$ cat src/rtl/skid_buffer64_3x.sv
// Three-lane valid/ready pipeline stage with a two-entry skid buffer.
// in_ready depends only on occupancy, so upstream sees a registered-quality ready.
module skid_buffer64_3x #(
   parameter int WIDTH = 64
) (
   input  logic             clk,
   input  logic             reset,
   input  logic             flush,
   input  logic             in_valid,
   output logic             in_ready,
   input  logic [WIDTH-1:0] a,
   input  logic [WIDTH-1:0] b,
   input  logic [WIDTH-1:0] c,
   output logic             out_valid,
   input  logic             out_ready,
   output logic [WIDTH-1:0] outA,
   output logic [WIDTH-1:0] outB,
   output logic [WIDTH-1:0] outC,
   output logic [1:0]       count
);

   typedef enum logic [1:0] {
      EMPTY = 2'd0,
      ONE   = 2'd1,
      TWO   = 2'd2
   } state_t;

   state_t state_q, state_d;

   logic [WIDTH-1:0] main_a_p0, main_b_p0, main_c_p0;
   logic [WIDTH-1:0] skid_a_p1, skid_b_p1, skid_c_p1;

   logic in_acc, out_acc;
   logic load_main_in, load_main_skid, load_skid, clr;

   assign in_ready  = ((state_q == EMPTY) || (state_q == ONE)) && !reset;
   assign out_valid = (state_q == ONE) || (state_q == TWO);
   assign in_acc    = in_valid && in_ready;
   assign out_acc   = out_valid && out_ready;

   always_comb begin
      count = 2'd0;
      case (state_q)
         ONE:     count = 2'd1;
         TWO:     count = 2'd2;
         default: count = 2'd0;
      endcase
   end

   always_comb begin
      state_d        = state_q;
      load_main_in   = 1'b0;
      load_main_skid = 1'b0;
      load_skid      = 1'b0;
      clr            = 1'b0;
      if (flush) begin
         state_d = EMPTY;
         clr     = 1'b1;
      end else begin
         case (state_q)
            EMPTY: begin
               if (in_acc) begin
                  load_main_in = 1'b1;
                  state_d      = ONE;
               end
            end
            ONE: begin
               if (in_acc && out_acc) begin
                  load_main_in = 1'b1;
               end else if (in_acc) begin
                  load_skid = 1'b1;
                  state_d   = TWO;
               end else if (out_acc) begin
                  state_d = EMPTY;
               end
            end
            TWO: begin
               if (out_acc) begin
                  load_main_skid = 1'b1;
                  state_d        = ONE;
               end
            end
            // unused encoding falls back to EMPTY
            default: state_d = EMPTY;
         endcase
      end
   end

   always_ff @(posedge clk or posedge reset) begin
      if (reset) state_q <= EMPTY;
      else       state_q <= state_d;
   end

   // stage p0: main register set, drives the outputs
   always_ff @(posedge clk or posedge reset) begin
      if (reset) begin
         main_a_p0 <= '0;
         main_b_p0 <= '0;
         main_c_p0 <= '0;
      end else if (clr) begin
         main_a_p0 <= '0;
         main_b_p0 <= '0;
         main_c_p0 <= '0;
      end else if (load_main_in) begin
         main_a_p0 <= a;
         main_b_p0 <= b;
         main_c_p0 <= c;
      end else if (load_main_skid) begin
         main_a_p0 <= skid_a_p1;
         main_b_p0 <= skid_b_p1;
         main_c_p0 <= skid_c_p1;
      end
   end

   // stage p1: skid register set, filled only when main is stalled
   always_ff @(posedge clk or posedge reset) begin
      if (reset) begin
         skid_a_p1 <= '0;
         skid_b_p1 <= '0;
         skid_c_p1 <= '0;
      end else if (clr) begin
         skid_a_p1 <= '0;
         skid_b_p1 <= '0;
         skid_c_p1 <= '0;
      end else if (load_skid) begin
         skid_a_p1 <= a;
         skid_b_p1 <= b;
         skid_c_p1 <= c;
      end
   end

   assign outA = main_a_p0;
   assign outB = main_b_p0;
   assign outC = main_c_p0;

endmodule

$ cat config.mk
export PLATFORM = sky130hd
export DESIGN_NAME = skid_buffer64_3x
export DESIGN_NICKNAME = d
export VERILOG_FILES = /design/src/rtl/skid_buffer64_3x.sv
export SDC_FILE = /design/constraint.sdc
export NUM_CORES = 1
export LEC_CHECK = 0
export CAP_MARGIN = 40
export CORE_MARGIN = 3
export CORE_UTILIZATION = 38
export DETAILED_ROUTE_END_ITERATION = 7
export GPL_TIMING_DRIVEN = 0
export PLACE_DENSITY = 0.62
export SYNTH_ARGS = -nofsm -noshare
export SYNTH_HDL_FRONTEND = slang
export SYNTH_SLANG_ARGS = --single-unit
$ cat constraint.sdc
create_clock -name clk -period 25.4 [get_ports clk]
set_input_delay 5.08 -clock clk [delete_from_list [all_inputs] [get_ports clk]]
set_output_delay 5.08 -clock clk [all_outputs]
set_load 0.02 [all_outputs]
-- Word-level counts from Yosys, hierarchy flattened
Index checks and enable logic that the tools add are counted.
- reduce and logical (&&, ||, !) cells: 11
- eq/ne operators: 6
- mux-type cells: 34
- operators by type and width (cell ; number):
    $mux W64 ; 15
    $mux W2 ; 6
    $mux W1 ; 10
    $ne A3 B3 Y1 const B ; 3
    $pmux W2 S3 ; 1
    $logic_and A1 B1 Y1 ; 4
    $ne A4 B4 Y1 const B ; 1
    $pmux W2 S2 ; 1
    $reduce_and A4 Y1 ; 1
    $reduce_bool A3 Y1 ; 1
    $eq A2 B1 Y1 const B ; 1
    $eq A2 B2 Y1 const B ; 1
    $logic_not A2 Y1 ; 1
    $logic_or A1 B1 Y1 ; 2
    $pmux W1 S2 ; 1
    $reduce_bool A2 Y1 ; 1
    $logic_not A1 Y1 ; 1
- register bits after elaboration: 386
- output and inout port bits: 196
- input bits: 197
- word-level logic and storage cells: 58

-- Logic depth before layout (Yosys ltp)
- word-level depth: 10
- gate-level depth with buffers: 9
- depth with buffers taken out: 6

-- Worst setup path after synthesis
Ideal clock, no wire load.
- kind: input port to output port
- from: input port reset
- to: output port in_ready
- required time: 20320 ps
- arrival: 5373 ps
- buffers on the path: 0
- cell stages on the path: 1
- path slack: 14947 ps
- cell sequence: nor2_1
- cells in the longest elaborated chain, start to end: 2
- RTL lines (element ; RTL line ; source):
    start: declaration ; 7 ; input logic reset,
    $logic_not A1 Y1 (no source line) ; n/a ;
    $logic_and A1 B1 Y1 ; 36 ; assign in_ready = ((state_q == EMPTY) || (state_q == ONE)) && !reset;
    end: declaration ; 10 ; output logic in_ready,
Every way passes these cells.

-- Worst setup path in the final report
Same ends and word-level chain as after synthesis.

==> results.sh <==
export IMPL_track_usage_pct=23.3
export IMPL_grt_first_pass_wirelength_um=87200
export IMPL_slowest_stage="clkdlybuf4s50_1"
export IMPL_crit_top_cell="clkdlybuf4s50_1"
export IMPL_drt_wirelength_per_cell_um=20.2
export IMPL_critPathKind="in2out"
export IMPL_cpLargestDelayFamily="buffers and inverters"
export IMPL_fp_coreArea_um2=44300
export IMPL_route_vias_total=14500
export IMPL_critPathCaptureType="primary output"
export IMPL_synth_nets=1919
export IMPL_swShare_pct=30.1
export IMPL_mostFrequentLayoutCells="391 x clkdlybuf4s50_1, 386 x dfrtp_1, 385 x nand2_1, 197 x nor2_1, 195 x a21oi_1"
export IMPL_setup_ws_ns=13.76
export IMPL_slew_headroom_pct=43.4
export IMPL_ir_worst_vdd_mv=0.0425
export IMPL_final_setup_skew_ns=0.0104
export IMPL_ios=393
export IMPL_ys_ff_latch=386
export IMPL_dieWidth_um=218
export IMPL_fin_util_pct=52.7
export IMPL_clkSinkCount=386
export IMPL_max_stage_delay_ns=0.74
export IMPL_yosysWarnings=0
export IMPL_cts_htree_levels=2
export IMPL_wirelength_um=56200
export IMPL_period_share_pct=45.8
export IMPL_ctsResizeCount=0
export IMPL_numCtsBuffers=44
export IMPL_netSwitchingPower_mw=0.535
export IMPL_p_leak_nw=10.9
export IMPL_ys_types=25
export IMPL_post_cts_setup_buffers=0
export IMPL_syn2layout_area_growth_pct=36.5
export IMPL_arrival_ns=6.56
export IMPL_p_per_area_nw_per_um2=76.2
export IMPL_setup_violations=0
export IMPL_synthCells=1718
export IMPL_report_final_slew_viol_count=0
export IMPL_antenna_found_initial=7
export IMPL_rsz0062_at_grt="no"
export IMPL_required_ns=20.32
export IMPL_first_global_vias=14900
export IMPL_async_reset_ff_share_pct=100
export IMPL_timing_final_crit_period_ns=11.64
export IMPL_power_frac_seq_pct=40.2
export IMPL_path_clk_slew_ns=0.06
export IMPL_die_height_um=218
export IMPL_p_int_mw=1.24
export IMPL_worst_path_buf_inv=2
export IMPL_final_cell_area_um2=23300
export IMPL_worst_pin_slew_ns=0.849
export IMPL_clk_path_buf_depth=3
export IMPL_syn_cell_area_um2=17100
export IMPL_rows=77
export IMPL_die_area_um2=47600
export IMPL_combPwrFrac_pct=23.6
export IMPL_cp_cell_sequence="clkdlybuf4s50_1, nor2_1, clkdlybuf4s50_1"
export IMPL_grt_max_degree=121
export IMPL_holdBufCountCts=0
export IMPL_max_cap_viol_count=0
export IMPL_drtIter0Drc=1028
export IMPL_clock_fmax_mhz=85.9
export IMPL_gp_congestion=0.796
export IMPL_cp_start_kind="input port"
export IMPL_yosysSeqAreaShare_pct=56.5
export IMPL_hold_violations=0
export IMPL_post_place_ws_ns=13.77
export IMPL_drive_gt1_share_pct=7.85
export IMPL_status="finished clean"
export IMPL_cts_root_buffer="clkbuf_16"
export IMPL_drc=0
export IMPL_pwr_share_clk_pct=36.2
export IMPL_synth_main_ff_cell="dfrtp_1"
export IMPL_final_common_cell="clkdlybuf4s50_1"
export IMPL_vias_per_cell=5.19
export IMPL_drt_pass1_iter_count=6
export IMPL_synth_edf_count=0
export IMPL_start_util_pct=38.6
export IMPL_min_path_type="reg2reg"
export IMPL_cp_max_fo=4
export IMPL_grt_ovfl_total=0
export IMPL_fin_nets=2361
export IMPL_p_total_mw=1.78
export IMPL_syn_area_per_cell_um2=9.96
export IMPL_cts_tree="built"
export IMPL_setup_tns_ns=0
export IMPL_portBuffers=391
export IMPL_dpl_hpwl_um=39100
export IMPL_clk_latency_ns=0.56
export IMPL_ant_nets=0
export IMPL_placed_cell_area_um2=21900
==> per-layer routing <==
layer | vias up | track usage (%) | wire, um
li1 | 6775 | - | -
met1 | 7203 | 31.4 | 24600
met2 | 422 | 37.2 | 26200
met3 | 67 | 7.30 | 4490
met4 | 8 | 4.72 | 818
met5 | - | 0 | 55
==> tightest hold or removal path, stage by stage, from the launching register on <==
cell and delay [ns]:
dfrtp_1 0.37, nand2_1 0.06, a21oi_1 0.05
==> metrics by stage <==
step | instances | hold slack (ns)
2_1_floorplan | 1718 | 0.501
3_3_place_gp | 2701 | 0.509
3_5_place_dp | 2706 | 0.515
4_1_cts | 2784 | 0.523
5_1_grt | 2785 | 0.531
6_report | 2787 | 0.520
==> power by group through the flow <==
| stage | clock network [mW] | logic [mW] | registers [mW] |
|---|---|---|---|
| 6_report | 0.643 | 0.419 | 0.715 |
| 3_3_place_gp | 0 | 0.414 | 0.724 |
| 3_5_place_dp | 0 | 0.421 | 0.726 |
| 2_1_floorplan | 0 | 0.168 | 0.770 |
| 5_1_grt | 0.684 | 0.454 | 0.723 |
| 4_1_cts | 0.657 | 0.424 | 0.716 |
==> flip-flops by register name (all words and copies together), names as in the netlist <==
register   count
outC          64
skid_a_p1     64
outA          64
outB          64
skid_b_p1     64
state_q        2
skid_c_p1     64
==> cells by family after synthesis <==
kind of cell	share of synthesized area, %
flip-flops	56.5
AND/OR/NAND/NOR	13.0
adder cells (fa/ha/maj)	0.293
buffers and inverters	4.24
multiplexers	11.3
AO/OA/AOI/OAI	14.7
==> path summary, 6_finish.rpt <==
kind | from | end | slack, ns | depth (start not counted)
hold / removal | skid_c_p1[37] | skid_c_p1[37] | 0.52 | 2
min in group asynchronous | reset | outA[19] | 5.17 | 2
max in group asynchronous | reset | outA[34] | 19.19 | 3
hold reg to reg | skid_c_p1[37] | skid_c_p1[37] | 0.52 | 2
setup / recovery | reset | in_ready | 13.76 | 3
setup reg to reg | state_q[0] | skid_c_p1[45] | 23.00 | 8
==> synthesized netlist by cell type, types with 2 or more instances <==
| cell | n | area share, % |
|---|---|---|
| a211oi_2 | 10 | 0.73 |
| o21ai_0 | 2 | 0.059 |
| buf_1 | 7 | 0.15 |
| inv_1 | 4 | 0.088 |
| buf_2 | 67 | 2.0 |
| a21oi_1 | 195 | 5.7 |
| clkbuf_1 | 57 | 1.3 |
| nand3_1 | 2 | 0.059 |
| mux2i_1 | 192 | 11 |
| dfrtp_1 | 386 | 56 |
| nor2_1 | 197 | 4.3 |
| nand2_1 | 385 | 8.4 |
| ha_1 | 4 | 0.29 |
| buf_4 | 18 | 0.79 |
| a211oi_1 | 182 | 8.0 |
==> final cells by class <==
class | count | area, um^2
Multi-Input combinational cell | 1179 | 6720
Timing Repair Buffer | 396 | 4020
Clock inverter | 15 | 184
Clock buffer | 63 | 1270
Buffer | 149 | 711
Fill cell | 4023 | 21000
Inverter | 4 | 22.5
Tap cell | 592 | 741
Sequential cell | 386 | 9660
Antenna cell | 3 | 7.51
(Power assumes the default switching activity.)
